$ cat src/rtl/pkg_btn_evt.sv
// Shared types and limits for the button event arbiter.
package pkg_btn_evt;

    typedef enum logic {
        EVT_PRESS   = 1'b0,
        EVT_RELEASE = 1'b1
    } evt_type_t;

    typedef enum logic {
        ST_IDLE,
        ST_OFFER
    } arb_state_t;

    localparam int unsigned N_BTN_MAX = 16;

endpackage

$ cat src/rtl/module_rr_arbiter.sv
// Combinational round-robin picker: first set request at or after ptr, wrapping.
module module_rr_arbiter #(
    parameter  int unsigned N  = 4,
    localparam int unsigned PW = (N > 1) ? $clog2(N) : 1
) (
    input  logic [N-1:0]  req,
    input  logic [PW-1:0] ptr,
    output logic [PW-1:0] gnt_id,
    output logic          any_req
);

    // Scan from ptr upward with wrap; the first hit wins.
    always_comb begin
        int unsigned idx;
        logic [PW-1:0] sel;
        gnt_id  = '0;
        any_req = 1'b0;
        for (int unsigned k = 0; k < N; k++) begin
            idx = (32'(ptr) + k) % N;
            sel = PW'(idx);
            if (!any_req && req[sel]) begin
                any_req = 1'b1;
                gnt_id  = sel;
            end
        end
    end

endmodule

$ cat src/rtl/module_btn_event_arbiter.sv
// Button edge detector and round-robin event arbiter with valid/ready output.
// Optional macro BTN_RELEASE_EVT_EN: also report falling edges as release events.
module module_btn_event_arbiter
    import pkg_btn_evt::*;
#(
    parameter  int N_BTN = 4,
    localparam int IDW   = $clog2(N_BTN)
) (
    input  logic             clk,
    input  logic             rst_i,
    input  logic [N_BTN-1:0] btn_i,
    output logic             evt_valid_o,
    input  logic             evt_ready_i,
    output logic [IDW-1:0]   evt_id_o,
    output logic             evt_type_o,
    output logic [N_BTN-1:0] overrun_o,
    input  logic             clr_ovr_i
);

`ifdef BTN_RELEASE_EVT_EN
    localparam int unsigned NREQ = 2 * N_BTN;
`else
    localparam int unsigned NREQ = N_BTN;
`endif
    localparam int unsigned PW = $clog2(NREQ);

    arb_state_t       state_q, state_d;
    logic             load;
    logic             hs;
    logic [PW-1:0]    win_q;
    logic [PW-1:0]    rr_ptr;
    logic [PW-1:0]    ptr_nxt;
    logic [PW-1:0]    gnt;
    logic             any_req;
    logic [NREQ-1:0]  req;

    logic             primed;
    logic [N_BTN-1:0] btn_q;
    logic [N_BTN-1:0] press;
    logic [N_BTN-1:0] pend_q, pend_d;
    logic [N_BTN-1:0] cons_p;
    logic [N_BTN-1:0] ovr_new, ovr_d;

    assign hs = (state_q == ST_OFFER) && evt_ready_i;

    // Edge detection is suppressed on the priming cycle so levels held through reset are not events.
    assign press  = primed ? (btn_i & ~btn_q) : '0;
    assign pend_d = press | (pend_q & ~cons_p);

`ifdef BTN_RELEASE_EVT_EN
    logic [N_BTN-1:0] rel;
    logic [N_BTN-1:0] rpend_q, rpend_d;
    logic [N_BTN-1:0] cons_r;

    assign rel     = primed ? (~btn_i & btn_q) : '0;
    assign rpend_d = rel | (rpend_q & ~cons_r);
    assign ovr_new = (press & pend_q & ~cons_p) | (rel & rpend_q & ~cons_r);

    // Request vector interleaves press/release per button: {.., rel1, press1, rel0, press0}.
    for (genvar g = 0; g < N_BTN; g++) begin : g_req
        assign req[2*g]     = pend_q[g];
        assign req[2*g+1]   = rpend_q[g];
        assign cons_p[g]    = hs && (win_q == PW'(2*g));
        assign cons_r[g]    = hs && (win_q == PW'(2*g+1));
    end

    // Release pending flags.
    always_ff @(posedge clk or negedge rst_i) begin
        if (!rst_i) rpend_q <= '0;
        else        rpend_q <= rpend_d;
    end

    assign evt_id_o   = win_q[PW-1:1];
    assign evt_type_o = win_q[0];
`else
    assign ovr_new = press & pend_q & ~cons_p;

    for (genvar g = 0; g < N_BTN; g++) begin : g_req
        assign req[g]    = pend_q[g];
        assign cons_p[g] = hs && (win_q == PW'(g));
    end

    assign evt_id_o   = win_q;
    assign evt_type_o = EVT_PRESS;
`endif

    // A fresh overrun in the clearing cycle survives the clear.
    assign ovr_d   = (clr_ovr_i ? '0 : overrun_o) | ovr_new;
    assign ptr_nxt = (win_q == PW'(NREQ - 1)) ? '0 : win_q + PW'(1);

    module_rr_arbiter #(
        .N (NREQ)
    ) u_arb (
        .req     (req),
        .ptr     (rr_ptr),
        .gnt_id  (gnt),
        .any_req (any_req)
    );

    // Button history, priming flag, press pending flags and sticky overrun.
    always_ff @(posedge clk or negedge rst_i) begin
        if (!rst_i) begin
            btn_q     <= '0;
            primed    <= 1'b0;
            pend_q    <= '0;
            overrun_o <= '0;
        end else begin
            btn_q     <= btn_i;
            primed    <= 1'b1;
            pend_q    <= pend_d;
            overrun_o <= ovr_d;
        end
    end

    // FSM state, latched winner (carries id/type) and round-robin pointer.
    always_ff @(posedge clk or negedge rst_i) begin
        if (!rst_i) begin
            state_q <= ST_IDLE;
            win_q   <= '0;
            rr_ptr  <= '0;
        end else begin
            state_q <= state_d;
            if (load) win_q  <= gnt;
            if (hs)   rr_ptr <= ptr_nxt;
        end
    end

    // Next-state: arbitrate only in IDLE, hold the offer until the handshake.
    always_comb begin
        state_d     = state_q;
        load        = 1'b0;
        evt_valid_o = (state_q == ST_OFFER);
        case (state_q)
            ST_IDLE: begin
                if (any_req) begin
                    load    = 1'b1;
                    state_d = ST_OFFER;
                end
            end
            ST_OFFER: begin
                if (evt_ready_i) state_d = ST_IDLE;
            end
            default: state_d = ST_IDLE;
        endcase
    end

endmodule

$ cat config.mk
export PLATFORM = sky130hd
export DESIGN_NAME = module_btn_event_arbiter
export DESIGN_NICKNAME = d
export VERILOG_FILES = /design/src/rtl/pkg_btn_evt.sv /design/src/rtl/module_rr_arbiter.sv /design/src/rtl/module_btn_event_arbiter.sv
export SDC_FILE = /design/constraint.sdc
export NUM_CORES = 1
export LEC_CHECK = 0
export CAP_MARGIN = 20
export CORE_MARGIN = 2
export CORE_UTILIZATION = 50
export CTS_BUF_LIST = sky130_fd_sc_hd__clkbuf_8
export DETAILED_ROUTE_END_ITERATION = 6
export PLACE_DENSITY_LB_ADDON = 0.25
export SYNTH_ARGS = -nofsm -noshare
export SYNTH_HDL_FRONTEND = slang
export SYNTH_HIERARCHICAL = 1
export SYNTH_SLANG_ARGS = --single-unit
$ cat constraint.sdc
create_clock -name clk -period 3.4 [get_ports clk]
set_input_delay 0.68 -clock clk [delete_from_list [all_inputs] [get_ports clk]]
set_output_delay 0.68 -clock clk [all_outputs]
set_load 0.005 [all_outputs]
After elaboration in Yosys (flattened, before gate mapping)

Index checks and enable logic that the tools add are counted.

Bits in registers: 18
Word-level logic and storage cells: 62
Output and inout port bits: 8
Bits of input ports: 8

Order comparisons: 4
$add $sub $neg: 4
Reduce and logical (&&, ||, !) cells: 12
Equality and inequality tests: 3
Mux-type cells: 23
Bitwise gates (word level): 9

Operator list:

| kind                                                                  | number |
|---|---|
| 4-bit AND                                                             | 4 |
| 2-bit by 3-bit < comparator with 1-bit output (second input constant) | 4 |
| 1-bit 2-to-1 mux                                                      | 11 |
| 2-bit 2-to-1 mux                                                      | 5 |
| 1-bit binary-select mux with 2-bit select                             | 4 |
| 1-bit logical AND                                                     | 8 |
| 4-bit 2-to-1 mux                                                      | 2 |
| 4-bit inverter                                                        | 2 |
| 4-bit OR                                                              | 2 |
| 2-bit by 1-bit adder with 2-bit output (second input constant)        | 2 |
| 2-bit adder (second input constant)                                   | 2 |
| 2-bit == test (second input constant)                                 | 2 |
| 1-bit zero test                                                       | 3 |
| 2-bit by 1-bit == test with 1-bit output (second input constant)      | 1 |
| 2-bit zero test                                                       | 1 |
| 1-bit case mux with 2 select lines                                    | 1 |
| 1-bit inverter                                                        | 1 |

Depth between registers and ports, before layout

Gate-level depths: netlist (run 1).

Word-level depth: 14
Mapped depth: 4
Mapped depth without buffers: 4

By module

Netlist (run 1), hierarchy kept.

By module, submodules not included:

| module                   | times used | cells each | area each (µm²) | sequential area each (µm²) |
|---|---|---|---|---|
| module_btn_event_arbiter | 1          | 60         | 739.5           | 450.4 |
| module_rr_arbiter        | 1          | 15         | 77.6            | 0.0 |

Least setup slack after synthesis (run 1)

Ideal clock, no wire load.

Kind: input to register
Start: input port evt_ready_i
End: register rr_ptr[0]
Slack: 2.225 ns
Required time: 3.275 ns
Data arrival time: 1.050 ns
Path buffers: 0
Stages: 2
Library setup time: 0.125 ns
Path through: nand2_2 > mux2_2

Longest elaborated chain between the ends: 1

RTL lines:

| item                 | RTL line                        | text |
|---|---|---|
| from (decl)          | module_btn_event_arbiter.sv:13  | `input logic evt_ready_i,` |
| 1-bit logical AND    | module_btn_event_arbiter.sv:44  | `assign hs = (state_q == ST_OFFER) && evt_ready_i;` |
| to (signal assigned) | module_btn_event_arbiter.sv:124 | `if (hs) rr_ptr <= ptr_nxt;` |
| to (decl)            | module_btn_event_arbiter.sv:31  | `logic [PW-1:0] rr_ptr;` |

No other way between the ends.
A chain may end at the register's enable or synchronous reset.

Final worst setup path (run 1)

Start: register state_q, in the netlist evt_valid_o
End: output port evt_valid_o

RTL lines:

| item                   | RTL line                        | text |
|---|---|---|
| from (decl)            | module_btn_event_arbiter.sv:27  | `arb_state_t state_q, state_d;` |
| from (signal assigned) | module_btn_event_arbiter.sv:122 | `state_q <= state_d;` |
| to (decl)              | module_btn_event_arbiter.sv:12  | `output logic evt_valid_o,` |

No word-level cell between the ends.

==> flow_metrics.py, run 1 <==
metrics = {
    "layout": {
        "mostFrequentLayoutCells": "18 x dfrtp_1, 15 x inv_1, 14 x clkdlybuf4s50_1, 5 x o21ai_0",
        "antenna_cells": 0,
        "final_common_cell": "dfrtp_1",
        "postLayoutCoreUtil": 0.672,
        "final_cells": 108,
        "fill_cells": 121,
        "final_nets": 105,
        "drive_above_1_share": 0.130,
        "final_cell_area_um2": 1020,
        "syn2layout_area_growth_pct": 25.4,
    },
    "power_and_ir_drop": {
        "p_int_uw": 539,
        "pwr-share-seq": 0.443,
        "p_comb_frac": 0.346,
        "powerDensity_nw_per_um2": 788,
        "clkPwrFrac": 0.211,
        "swShare": 0.333,
        "p_sw_uw": 269,
        "ir_drop_mv": 0.377,
        "leakagePower_nw": 0.500,
    },
    "setup_path": {
        "cp-start-kind": "flop",
        "critPathArrivalTime_ns": 1.27,
        "path_buf_inv": 1,
        "path_class": "reg -> out",
        "slowest_stage": "clkdlybuf4s50_1",
        "endpoint_kind": "primary output",
        "path_cells": "clkdlybuf4s50_1",
        "crit_required_ns": 2.72,
        "path_max_fanout": 8,
        "critPathTopFamily": "buffers and inverters",
        "cpPeakStageDelay_ns": 0.55,
    },
    "detailed_routing": {
        "drtIter0Drc": 4,
        "drtAntennaViolNets": 0,
        "drtPass1Iterations": 4,
        "routed_via_density": 5.15,
        "route.detailed.drc": 0,
        "detail_route.wl_per_cell_um": 14.5,
        "vias": 556,
        "routed_wl_um": 1570,
    },
    "logic_synthesis": {
        "yosysSeqAreaShare": 0.551,
        "yosysTopAreaCellShare": 0.551,
        "ys_warn_count": 6,
        "synth_edf_count": 0,
        "syn_inst": 75,
        "syn-num-nets": 87,
        "synth-async-reset-ratio": 1.00,
        "syn_area_um2": 817,
        "synth.avg_cell_area_um2": 10.9,
        "synthTopCellsByArea": "dfrtp_1 55%, inv_1 6.9%, ha_1 6.1%",
        "yosysTopAreaCell": "dfrtp_1",
        "ys_seq_elements": 18,
        "yosysUniqueCellTypes": 20,
        "ys.flop_type": "dfrtp_1",
    },
    "timing": {
        "tightestPinTransition_ns": 0.795,
        "slew_viol_final": 0,
        "setup_viol": 0,
        "whs_ns": 0.527,
        "tns_ns": 0,
        "fin_crit_sh": 0.573,
        "rsz0062_at_grt": "no",
        "skew_ns": 0.00215,
        "fin_crit_ns": 1.95,
        "hold_violations": 0,
        "slew_headroom": 0.469,
        "max_freq_mhz": 513,
    },
    "placed_design": {
        "hpwlAfterDp_um": 1170,
        "gp_congestion": 0.749,
        "portBuffers": 14,
        "place_area_um2": 970,
        "placed_cells": 104,
    },
    "grt": {
        "grt-ovfl-total": 0,
        "grt_pass1_wl_um": 2620,
        "grt_max_degree": 19,
        "first_global_vias": 543,
        "track_usage": 0.192,
        "grt_antenna_before_repair": 0,
    },
    "clock_tree": {
        "postCtsHoldBufs": 0,
        "cts_repair_resize_count": 0,
        "cts_max_path_buffers": 2,
        "clock-root-buffer": "clkbuf_8",
        "cts.sinks": 18,
        "h-tree-depth": 1,
        "clk_latency_ns": 0.25,
        "clk_pin_slew_ns": 0.07,
        "cts_setup_buffers": 0,
        "cts_inserted_buffers": 3,
        "cts_tree": "yes",
    },
    "floorplan": {
        "top_level_ports": 16,
        "initial_core_util": 0.536,
        "die_y_um": 44.4,
        "core-area_um2": 1520,
        "rows": 14,
        "die_w_um": 44.4,
        "die_area_um2": 1970,
    },
    "run": {
        "maxCapViolCount": 0,
    },
    "run_status": {
        "outcome": "complete, no violations",
    },
    "min_path": {
        "hold_path_class": "reg -> reg",
    },
}
-- cells in the mapped netlist, types with 2 or more instances --
library cell,number
o32ai_1,4
nand3b_1,4
o21ai_0,5
nor2_1,2
and3_1,4
mux2_2,4
ha_1,4
dfrtp_1,18
inv_1,15
conb_1,2
a21oi_1,4
-- registers in the layout, indices dropped and copies added (netlist names) --
name / flops
btn_q: 4
overrun_o: 4
pend_q: 4
evt_id_o: 2
rr_ptr: 2
evt_valid_o: 1
primed: 1
-- stage by stage --
stage / setup WS, ns / total power, mW
4_1_cts: 1.46 / 0.811
5_1_grt: 1.40 / 0.860
3_5_place_dp: 1.61 / 0.641
6_report: 1.45 / 0.808
3_3_place_gp: 1.65 / 0.628
2_1_floorplan: 2.23 / 0.515
-- power by group through the flow --
stage,logic [mW],registers [mW],clock network (mW)
global placement,0.271,0.357,0
CTS,0.281,0.358,0.172
floorplan,0.171,0.344,0
finish,0.280,0.358,0.170
detailed placement,0.280,0.361,0
global route,0.311,0.368,0.181
-- worst min-delay path, cell delays in order, from the launching register on --
cell and delay (ns):
dfrtp_1 0.34, inv_1 0.05, o32ai_1 0.09
-- final timing paths --
kind | from | to | slack [ns] | cells past startpoint
worst min register to register | overrun_o[2]$_DFF_PN0_ | overrun_o[2]$_DFF_PN0_ | 0.53 | 2
worst min-delay path | overrun_o[2]$_DFF_PN0_ | overrun_o[2]$_DFF_PN0_ | 0.53 | 2
min in group asynchronous | rst_i | pend_q[3]$_DFF_PN0_ | 0.89 | 1
worst max register to register | evt_id_o[1]$_DFFE_PN0P_ | overrun_o[1]$_DFF_PN0_ | 2.12 | 4
max in group asynchronous | rst_i | overrun_o[2]$_DFF_PN0_ | 2.01 | 1
worst max-delay path | evt_valid_o$_DFF_PN0_ | evt_valid_o | 1.45 | 1
-- kinds of logic after synthesis --
family | share of synthesized area
AOI/OAI and AO/OA | 0.132
adders and majority gates | 0.0613
buffers and inverters | 0.0827
DFF | 0.551
muxes | 0.0551
other | 0.00919
and+or+nand+nor | 0.109
-- final cells by class --
class,count,area [µm²],share of cell area
repair buffers,14,140,0.137
inverters,16,60.1,0.0586
clock buffers,4,55.1,0.0537
well taps,16,20.0,0.0195
flip-flops and latches,18,450,0.440
multi-input cells,40,299,0.292
-- metal layers --
metal	global-route usage	routed length (µm)
met1	0.259	767
met3	0.0367	38
met4	0.0727	18
met2	0.309	747
met5	0	0
(Power assumes the default switching activity.)
==> inputs of run 2 (changes only) <==
==> constraint.sdc (replaced) <==
create_clock -name clk -period 2 [get_ports clk]
set_input_delay 0.4 -clock clk [delete_from_list [all_inputs] [get_ports clk]]
set_output_delay 0.4 -clock clk [all_outputs]
set_load 0.005 [all_outputs]
==> run 2 against run 1 <==
Power increased by 69%; global-route usage decreased by 1.2 points; setup slack got worse by 1.1 ns; die area unchanged; non-clock buffer count increased by 1; clock power increased by 68%; largest power group unchanged.
==> flow_metrics.py, run 2 (synthesized netlist as in run 1, its figures left out) <==
metrics = {
    "detailed_routing": {
        "routed_via_density": 5.14,
        "detail_route.wl_per_cell_um": 12.9,
        "routed_wl_um": 1410,
        "route.detailed.drc": 0,
        "vias": 560,
        "drtPass1Iterations": 4,
        "drtAntennaViolNets": 0,
        "drtIter0Drc": 7,
    },
    "setup_path": {
        "path_class": "reg -> out",
        "path_max_fanout": 8,
        "endpoint_kind": "primary output",
        "cpPeakStageDelay_ns": 0.55,
        "crit_required_ns": 1.60,
        "critPathTopFamily": "buffers and inverters",
        "reg2reg_depth": 4,
        "reg2reg_to": "overrun_o[2]$_DFF_PN0_",
        "path_cells": "clkdlybuf4s50_1",
        "critPathArrivalTime_ns": 1.26,
        "path_buf_inv": 1,
        "cp-start-kind": "flop",
        "r2r_start": "evt_id_o[0]$_DFFE_PN0P_",
        "slowest_stage": "clkdlybuf4s50_1",
        "rrSetupSlack_ns": 0.69,
    },
    "power_and_ir_drop": {
        "p_sw_uw": 445,
        "ir_drop_mv": 0.727,
        "pwr-share-seq": 0.445,
        "p_int_uw": 919,
        "clkPwrFrac": 0.209,
        "p_comb_frac": 0.346,
        "powerDensity_nw_per_um2": 1320,
        "leakagePower_nw": 0.505,
        "swShare": 0.326,
    },
    "layout": {
        "largestRegisters": "btn_q: 4 flops, overrun_o: 4 flops, pend_q: 4 flops",
        "multi_input_area_um2": 299,
        "final_common_cell": "dfrtp_1",
        "final_nets": 106,
        "postLayoutCoreUtil": 0.677,
        "fill_cells": 112,
        "antenna_cells": 0,
        "drive_above_1_share": 0.140,
        "mostFrequentLayoutCells": "18 x dfrtp_1, 15 x inv_1, 14 x clkdlybuf4s50_1, 5 x o21ai_0",
        "syn2layout_area_growth_pct": 26.3,
        "register_area_um2": 450,
    },
    "clock_tree": {
        "postCtsHoldBufs": 0,
        "cts_max_path_buffers": 2,
        "clk_pin_slew_ns": 0.07,
        "cts_setup_buffers": 0,
        "cts_repair_resize_count": 0,
        "clk_latency_ns": 0.24,
        "cts.sinks": 18,
        "h-tree-depth": 1,
        "clock-root-buffer": "clkbuf_8",
        "cts_tree": "yes",
        "cts_inserted_buffers": 3,
    },
    "grt": {
        "grt_max_degree": 19,
        "grt_pass1_wl_um": 2530,
        "grt-ovfl-total": 0,
        "first_global_vias": 588,
        "track_usage": 0.180,
        "grt_antenna_before_repair": 0,
    },
    "run_status": {
        "outcome": "complete, no violations",
    },
    "timing": {
        "setup_viol": 0,
        "tns_ns": 0,
        "fin_crit_ns": 1.66,
        "rsz0062_at_grt": "no",
        "skew_ns": 0.00175,
        "fin_crit_sh": 0.831,
        "slew_viol_final": 0,
        "whs_ns": 0.471,
        "hold_violations": 0,
        "max_freq_mhz": 602,
    },
    "floorplan": {
        "die_w_um": 44.4,
        "core-area_um2": 1520,
        "die_y_um": 44.4,
        "initial_core_util": 0.536,
        "die_area_um2": 1970,
        "rows": 14,
        "top_level_ports": 16,
    },
    "min_path": {
        "hold_path_class": "in -> async",
    },
    "placed_design": {
        "gp_congestion": 0.748,
        "hpwlAfterDp_um": 1090,
        "portBuffers": 14,
    },
    "run": {
        "maxCapViolCount": 0,
    },
}
==> run 2: cell types whose count changed in the layout (fill, tap and decap cells not counted) <==
cell   before  now
buf_4       0    1
==> run 2: layer usage <==
metal  up-vias  part of all wire  GRT usage
met5         -                 0          0
met4         0                 0     0.0545
met3         0             0.026     0.0490
met2        10              0.48      0.282
met1       266              0.49      0.245
li1        284                 -          -
==> run 2: final cells by class <==
| cell class | count | area share |
|---|---|---|
| flip-flops and latches | 18 | 0.436 |
| multi-input cells | 40 | 0.290 |
| repair buffers | 15 | 0.143 |
| well taps | 16 | 0.0194 |
| clock buffers | 4 | 0.0533 |
| inverters | 16 | 0.0582 |
==> run 2: power by group through the flow <==
stage,Combinational [mW],Clock [mW],Sequential [mW]
after floorplan,0.290,0,0.585
after global placement,0.462,0,0.607
after detailed placement,0.471,0,0.613
after CTS,0.476,0.292,0.607
after global routing,0.534,0.315,0.626
final,0.471,0.285,0.607
==> run 2: metrics by stage <==
step	power [mW]	cells	cell area (µm²)	worst slack (ns)
CTS	1.37	109	1030	0.335
global route	1.47	109	1030	0.277
floorplan	0.875	75	817	0.835
finish	1.36	109	1030	0.338
detailed placement	1.08	105	977	0.450
global placement	1.07	105	977	0.518
==> run 2: worst max path at each step <==
stage	from	to	slack, ns	depth (start not counted)
floorplan	evt_id_o[0]$_DFFE_PN0P_	overrun_o[2]$_DFF_PN0_	0.84	4
global placement	evt_ready_i	overrun_o[1]$_DFF_PN0_	0.52	3
detailed placement	evt_ready_i	overrun_o[2]$_DFF_PN0_	0.45	3
CTS	evt_valid_o$_DFF_PN0_	evt_valid_o	0.33	1
global route	evt_valid_o$_DFF_PN0_	evt_valid_o	0.28	1
finish	evt_valid_o$_DFF_PN0_	evt_valid_o	0.34	1
